File: config.mk
export PLATFORM = sky130hd
export DESIGN_NAME = arc4_sequencer
export DESIGN_NICKNAME = d
export VERILOG_FILES = /design/src/rtl/arc4_sequencer.sv
export SDC_FILE = /design/constraint.sdc
export NUM_CORES = 1
export LEC_CHECK = 0
export BUFFER_PORTS_ARGS = -buffer_cell sky130_fd_sc_hd__buf_4
export CAP_MARGIN = 5
export CORE_MARGIN = 3
export CORE_UTILIZATION = 30
export CTS_BUF_LIST = sky130_fd_sc_hd__clkbuf_4 sky130_fd_sc_hd__clkbuf_8
export DETAILED_ROUTE_END_ITERATION = 8
export GPL_ROUTABILITY_DRIVEN = 0
export GPL_TIMING_DRIVEN = 0
export PLACE_DENSITY = 0.71
export SYNTH_ARGS = -nofsm -noshare
export SYNTH_HDL_FRONTEND = slang
export SYNTH_SLANG_ARGS = --single-unit
export TNS_END_PERCENT = 20
File: constraint.sdc
create_clock -name clk -period 6 [get_ports clk]
set_input_delay 0.9 -clock clk [delete_from_list [all_inputs] [get_ports clk]]
set_output_delay 0.9 -clock clk [all_outputs]
set_load 0.02 [all_outputs]
File: src/rtl/arc4_sequencer.sv
// ARC4 top-level sequencer: runs the init, KSA and PRGA engines in turn
// and lends the single-port S-memory to whichever engine owns it.
module arc4_sequencer (
  input  logic        clk,
  input  logic        rst_n,
  input  logic        en,
  output logic        rdy,
  input  logic [23:0] key,
  output logic [23:0] key_q,
  output logic        err,
  output logic [1:0]  phase,
  output logic        init_en,
  output logic        ksa_en,
  output logic        prga_en,
  input  logic        init_rdy,
  input  logic        ksa_rdy,
  input  logic        prga_rdy,
  input  logic [7:0]  init_addr,
  input  logic [7:0]  ksa_addr,
  input  logic [7:0]  prga_addr,
  input  logic [7:0]  init_wrdata,
  input  logic [7:0]  ksa_wrdata,
  input  logic [7:0]  prga_wrdata,
  input  logic        init_wren,
  input  logic        ksa_wren,
  input  logic        prga_wren,
  output logic [7:0]  s_addr,
  output logic [7:0]  s_wrdata,
  output logic        s_wren
);

  typedef enum logic [3:0] {
    IDLE,
    START_I,
    LOW_I,
    HIGH_I,
    START_K,
    LOW_K,
    HIGH_K,
    START_P,
    LOW_P,
    HIGH_P
  } state_t;

  // Fourth consecutive LOW cycle with the engine still idle
  localparam logic [2:0] TMO_LAST = 3'd3;

  state_t      state;
  state_t      state_n;
  logic [2:0]  cnt;
  logic [2:0]  cnt_n;
  logic [23:0] key_n;
  logic        err_n;
  logic        sel_i;
  logic        sel_k;
  logic        sel_p;
  logic        eng_rdy;

  function automatic state_t high_of(
    input state_t s
  );
    case (s)
      LOW_I:   return HIGH_I;
      LOW_K:   return HIGH_K;
      default: return HIGH_P;
    endcase
  endfunction

  always_ff @(posedge clk) begin
    if (!rst_n) begin
      state <= IDLE;
      cnt   <= '0;
      key_q <= '0;
      err   <= 1'b0;
    end else begin
      state <= state_n;
      cnt   <= cnt_n;
      key_q <= key_n;
      err   <= err_n;
    end
  end

  always_comb begin
    phase = 2'd0;
    unique case (state)
      START_I, LOW_I, HIGH_I: phase = 2'd1;
      START_K, LOW_K, HIGH_K: phase = 2'd2;
      START_P, LOW_P, HIGH_P: phase = 2'd3;
      default:                phase = 2'd0;
    endcase
  end

  assign sel_i = (phase == 2'd1);
  assign sel_k = (phase == 2'd2);
  assign sel_p = (phase == 2'd3);

  // Only the owning engine reaches the memory; no owner means no write
  always_comb begin
    s_addr   = '0;
    s_wrdata = '0;
    s_wren   = 1'b0;
    eng_rdy  = 1'b1;
    unique case (1'b1)
      sel_i: begin
        s_addr   = init_addr;
        s_wrdata = init_wrdata;
        s_wren   = init_wren;
        eng_rdy  = init_rdy;
      end
      sel_k: begin
        s_addr   = ksa_addr;
        s_wrdata = ksa_wrdata;
        s_wren   = ksa_wren;
        eng_rdy  = ksa_rdy;
      end
      sel_p: begin
        s_addr   = prga_addr;
        s_wrdata = prga_wrdata;
        s_wren   = prga_wren;
        eng_rdy  = prga_rdy;
      end
      default: eng_rdy = 1'b1;
    endcase
  end

  always_comb begin
    state_n = state;
    cnt_n   = cnt;
    key_n   = key_q;
    err_n   = err;
    rdy     = 1'b0;
    init_en = 1'b0;
    ksa_en  = 1'b0;
    prga_en = 1'b0;
    unique case (state)
      IDLE: begin
        rdy = 1'b1;
        if (en) begin
          state_n = START_I;
          key_n   = key;
          err_n   = 1'b0;
        end
      end
      START_I: begin
        init_en = 1'b1;
        cnt_n   = '0;
        state_n = LOW_I;
      end
      START_K: begin
        ksa_en  = 1'b1;
        cnt_n   = '0;
        state_n = LOW_K;
      end
      START_P: begin
        prga_en = 1'b1;
        cnt_n   = '0;
        state_n = LOW_P;
      end
      // Engine must show busy within four samples or the run aborts
      LOW_I, LOW_K, LOW_P: begin
        if (!eng_rdy) begin
          state_n = high_of(state);
        end else if (cnt == TMO_LAST) begin
          state_n = IDLE;
          err_n   = 1'b1;
        end else begin
          cnt_n = cnt + 3'd1;
        end
      end
      HIGH_I: begin
        if (eng_rdy) state_n = START_K;
      end
      HIGH_K: begin
        if (eng_rdy) state_n = START_P;
      end
      HIGH_P: begin
        if (eng_rdy) state_n = IDLE;
      end
      default: state_n = IDLE;
    endcase
  end

endmodule

==> insert_results.sql <==
INSERT INTO impl_metrics (metric_group, metric, value, unit) VALUES
('status', 'status', 'completed', ''),
('synth', 'synth.distinct_cells', '39', ''),
('routing', 'detail_route.drc_violations', '0', ''),
('routing', 'vias_per_cell', '5.034', ''),
('global_routing', 'grt_max_degree', '11', ''),
('timing', 'timing.final.hold_violations', '0', ''),
('cts', 'cts.repair.resized', '0', ''),
('timing', 'timing_max_transition_violations_final', '0', ''),
('critical_path', 'crit_path_max_fanout', '10', ''),
('global_routing', 'overflow_after_grt', '0', ''),
('power', 'power.leakage', '0.001404', 'µW'),
('timing', 'clock_skew', '0.003886', 'ns'),
('critical_path', 'worstSetupPathDepth', '6', ''),
('cts', 'cts_hold_buf', '0', ''),
('cts', 'cts_tree', 'done', ''),
('global_routing', 'globalRouteTotalUtil', '16.39', '%'),
('synth', 'yosysWarnings', '0', ''),
('critical_path', 'r2r-end', 'phase[0]', ''),
('min_path', 'hp-class', 'reg2reg', ''),
('synth', 'yosys_register_bits', '34', ''),
('critical_path', 'cp.buffers_inverters', '4', ''),
('finish', 'nNetsFinal', '473', ''),
('global_routing', 'wire_length_of_the_first_global_routing_pass', '10190', 'µm'),
('cts', 'clock_sinks', '34', ''),
('cts', 'cts.clk_slew.worst_paths', '0.07', 'ns'),
('min_path', 'worst_hold_startpoint', 'key_q[12]', ''),
('routing', 'route.vias.total', '2351', ''),
('synth', 'netlist_top_cells_area', 'dfxtp_1 (34%), mux2_2 (11%), nand2_1 (11%), a22o_1 (7.5%), a21oi_1 (7.3%)', ''),
('routing', 'route.antenna.remaining_nets', '0', ''),
('synth', 'synth_largest_type_area_fraction', '34.13', '%'),
('power', 'post-layout-total-power', '1339', 'µW'),
('finish', 'fillerInstances', '624', ''),
('floorplanning', 'die_area', '7662', 'µm²'),
('timing', 'period_minus_slack', '3.075', 'ns'),
('routing', 'detailroute.wirelength.met2', '2827', 'µm'),
('synth', 'syn_nets', '338', ''),
('critical_path', 'cp_data_arrival_time', '2.17', 'ns'),
('min_path', 'min_delay_worst_endpoint', 'key_q[12]', ''),
('synth', 'post_synthesis_instance_total', '255', ''),
('cts', 'number_of_buffers_inserted_during_clock_tree_synthesis', '5', ''),
('finish', 'fin_cells', '467', ''),
('synth', 'synth_top_cell_by_area', 'dfxtp_1', ''),
('synth', 'synthesized_area_divided_by_synthesized_cell_count', '7.821', 'µm²'),
('critical_path', 'critical-path-max-stage-delay', '0.43', 'ns'),
('routing', 'wl_met3', '898', 'µm'),
('routing', 'drt_pass1_iterations', '4', ''),
('routing', 'met1_wire_length', '2636', 'µm'),
('cts', 'clkLatencyLatePin', '0.28', 'ns'),
('timing', 'period_share', '51.25', '%'),
('finish', 'antenna_cells_inserted', '0', ''),
('critical_path', 'cp_slowest_cell', 'clkbuf_1', ''),
('flow_run', 'max_cap_violations', '0', ''),
('routing', 'drt_wl_total', '6432', 'µm'),
('global_routing', 'grt_antenna_before_repair', '0', ''),
('critical_path', 'critPathCaptureType', 'primary output', ''),
('critical_path', 'crit_path_frequent_cell', 'clkbuf_1', ''),
('critical_path', 'timing.critical_path.from_type', 'flop', ''),
('timing', 'tightestPinTransition', '0.5895', 'ns'),
('synth', 'synth_sequential_area_ratio', '34.13', '%'),
('timing', 'grt_setup_unrepaired', 'no', ''),
('cts', 'cts-root-to-sink-buffers', '2', ''),
('floorplanning', 'top_level_ports', '129', ''),
('finish', 'drive_above_1_share', '42.05', '%'),
('routing', 'drc_marker_count_from_the_first_detailed_route_iteration', '180', ''),
('timing', 'report.final.setup_viol', '0', ''),
('critical_path', 'worstReg2RegStart', 'cnt[0]', ''),
('power', 'peakVddDrop', '0.2112', 'mV'),
('floorplanning', 'initial_utilization', '31.23', '%'),
('timing', 'tns', '0', 'ns'),
('timing', 'fin_worst_hold_slack', '0.4568', 'ns'),
('placement', 'placed_cells', '460', '');
==> Yosys cell counts, drive strengths merged <==
library cell,number
clkbuf,16
nor2b,1
a22oi,1
a211o,1
and3,1
and2,3
a21oi,31
a2111oi,2
maj3,2
ha,2
mux2i,2
o22ai,6
mux2,20
nor4,2
nand3,1
o211ai,2
nand2b,5
or3,1
a21o,2
nor3b,1
nor2,14
nor3,5
o311ai,1
a221oi,1
inv,5
or2,1
buf,4
o21ai,7
dfxtp,34
nand2,57
xnor2,2
or4,2
a31oi,2
a22o,17
o21bai,1
==> worst max path at each step <==
stage | end | from | slack (ns)
6_report | s_addr[2] | phase[1] | 2.93
5_1_grt | s_wrdata[1] | phase[1] | 2.73
4_1_cts | s_addr[2] | phase[1] | 2.88
3_5_place_dp | s_addr[2] | phase[1] | 3.19
3_3_place_gp | s_addr[5] | phase[1] | 3.25
2_1_floorplan | s_addr[0] | phase[1] | 3.52
==> per-layer routing <==
metal | vias to the layer above | GRT usage (%)
met5 | - | 0
met4 | 0 | 4.603
met3 | 5 | 6.585
met2 | 132 | 27.40
met1 | 1044 | 19.43
li1 | 1170 | -
==> state kept, by name (all words and copies together), names as in the netlist <==
| register | count |
|---|---|
| cnt | 3 |
| err | 1 |
| key_q | 24 |
| phase | 2 |
| state | 4 |
==> logic make-up (layout without fill, tap and decap cells) <==
| kind of cell | after synthesis | count (layout) | synth area share, % |
|---|---|---|---|
| fa+ha+maj | 4 | 4 | 2.258 |
| flops | 34 | 34 | 34.13 |
| mux | 22 | 22 | 12.48 |
| compound gates | 74 | 74 | 24.34 |
| simple gates | 94 | 94 | 20.64 |
| buf+inv | 25 | 160 | 5.270 |
| xor+xnor | 2 | 2 | 0.8785 |
==> power by group <==
part	total (µW)	switching [µW]	leakage, µW	internal [µW]
registers	315	36.5	0.000278	278
clock network	166	81.9	0.0000407	84.0
logic	858	478	0.00109	380
==> area by class of cell <==
cell class,instances,area [µm²],area share (%)
flip-flops and latches,34,680.7,21.71
clock inverters,1,7.507,0.2394
repair buffers,128,960.9,30.65
clock buffers,6,76.32,2.434
multi-input cells,196,1209,38.55
well taps,77,96.34,3.073
inverters,5,18.77,0.5986
plain buffers,20,86.33,2.753
==> metrics by stage <==
stage               utilization, %  instance area, µm²  setup WS (ns)
finish                       49.10                3136          2.925
global route                 49.10                3136          2.728
CTS                          49.10                3136          2.881
detailed placement           47.79                3052          3.194
global placement             47.79                3052          3.246
floorplan                        -                1994          3.515
==> worst reg2reg max path: stages (launching register included) <==
cell       delay (ns)
dfxtp_1          0.32
ha_1             0.20
ha_1             0.17
clkbuf_1         0.21
a2111oi_0        0.48
a21oi_2          0.07
o311ai_1         0.36
maj3_1           0.22
o21ai_1          0.06
==> cells in the final DEF, fill, tap and decap left out, types with 2 or more instances in the layout <==
cell	synthesis	routed
ha_1	2	2
nand2b_1	5	5
and2_1	3	3
nor2_1	14	14
nor3_1	5	5
a31oi_1	2	2
maj3_1	2	2
o211ai_1	2	2
o22ai_1	6	6
xnor2_1	2	2
clkbuf_8	0	5
dfxtp_1	34	34
a2111oi_0	2	2
a22o_1	17	17
clkbuf_1	16	16
nor4_1	2	2
a21o_1	2	2
or4_1	2	2
a21oi_2	2	2
a21oi_1	29	29
buf_4	0	128
mux2_2	20	20
inv_1	5	5
nand2_1	57	57
o21ai_0	6	6
buf_2	3	3
No activity file was read; power rests on OpenSTA's default activity.
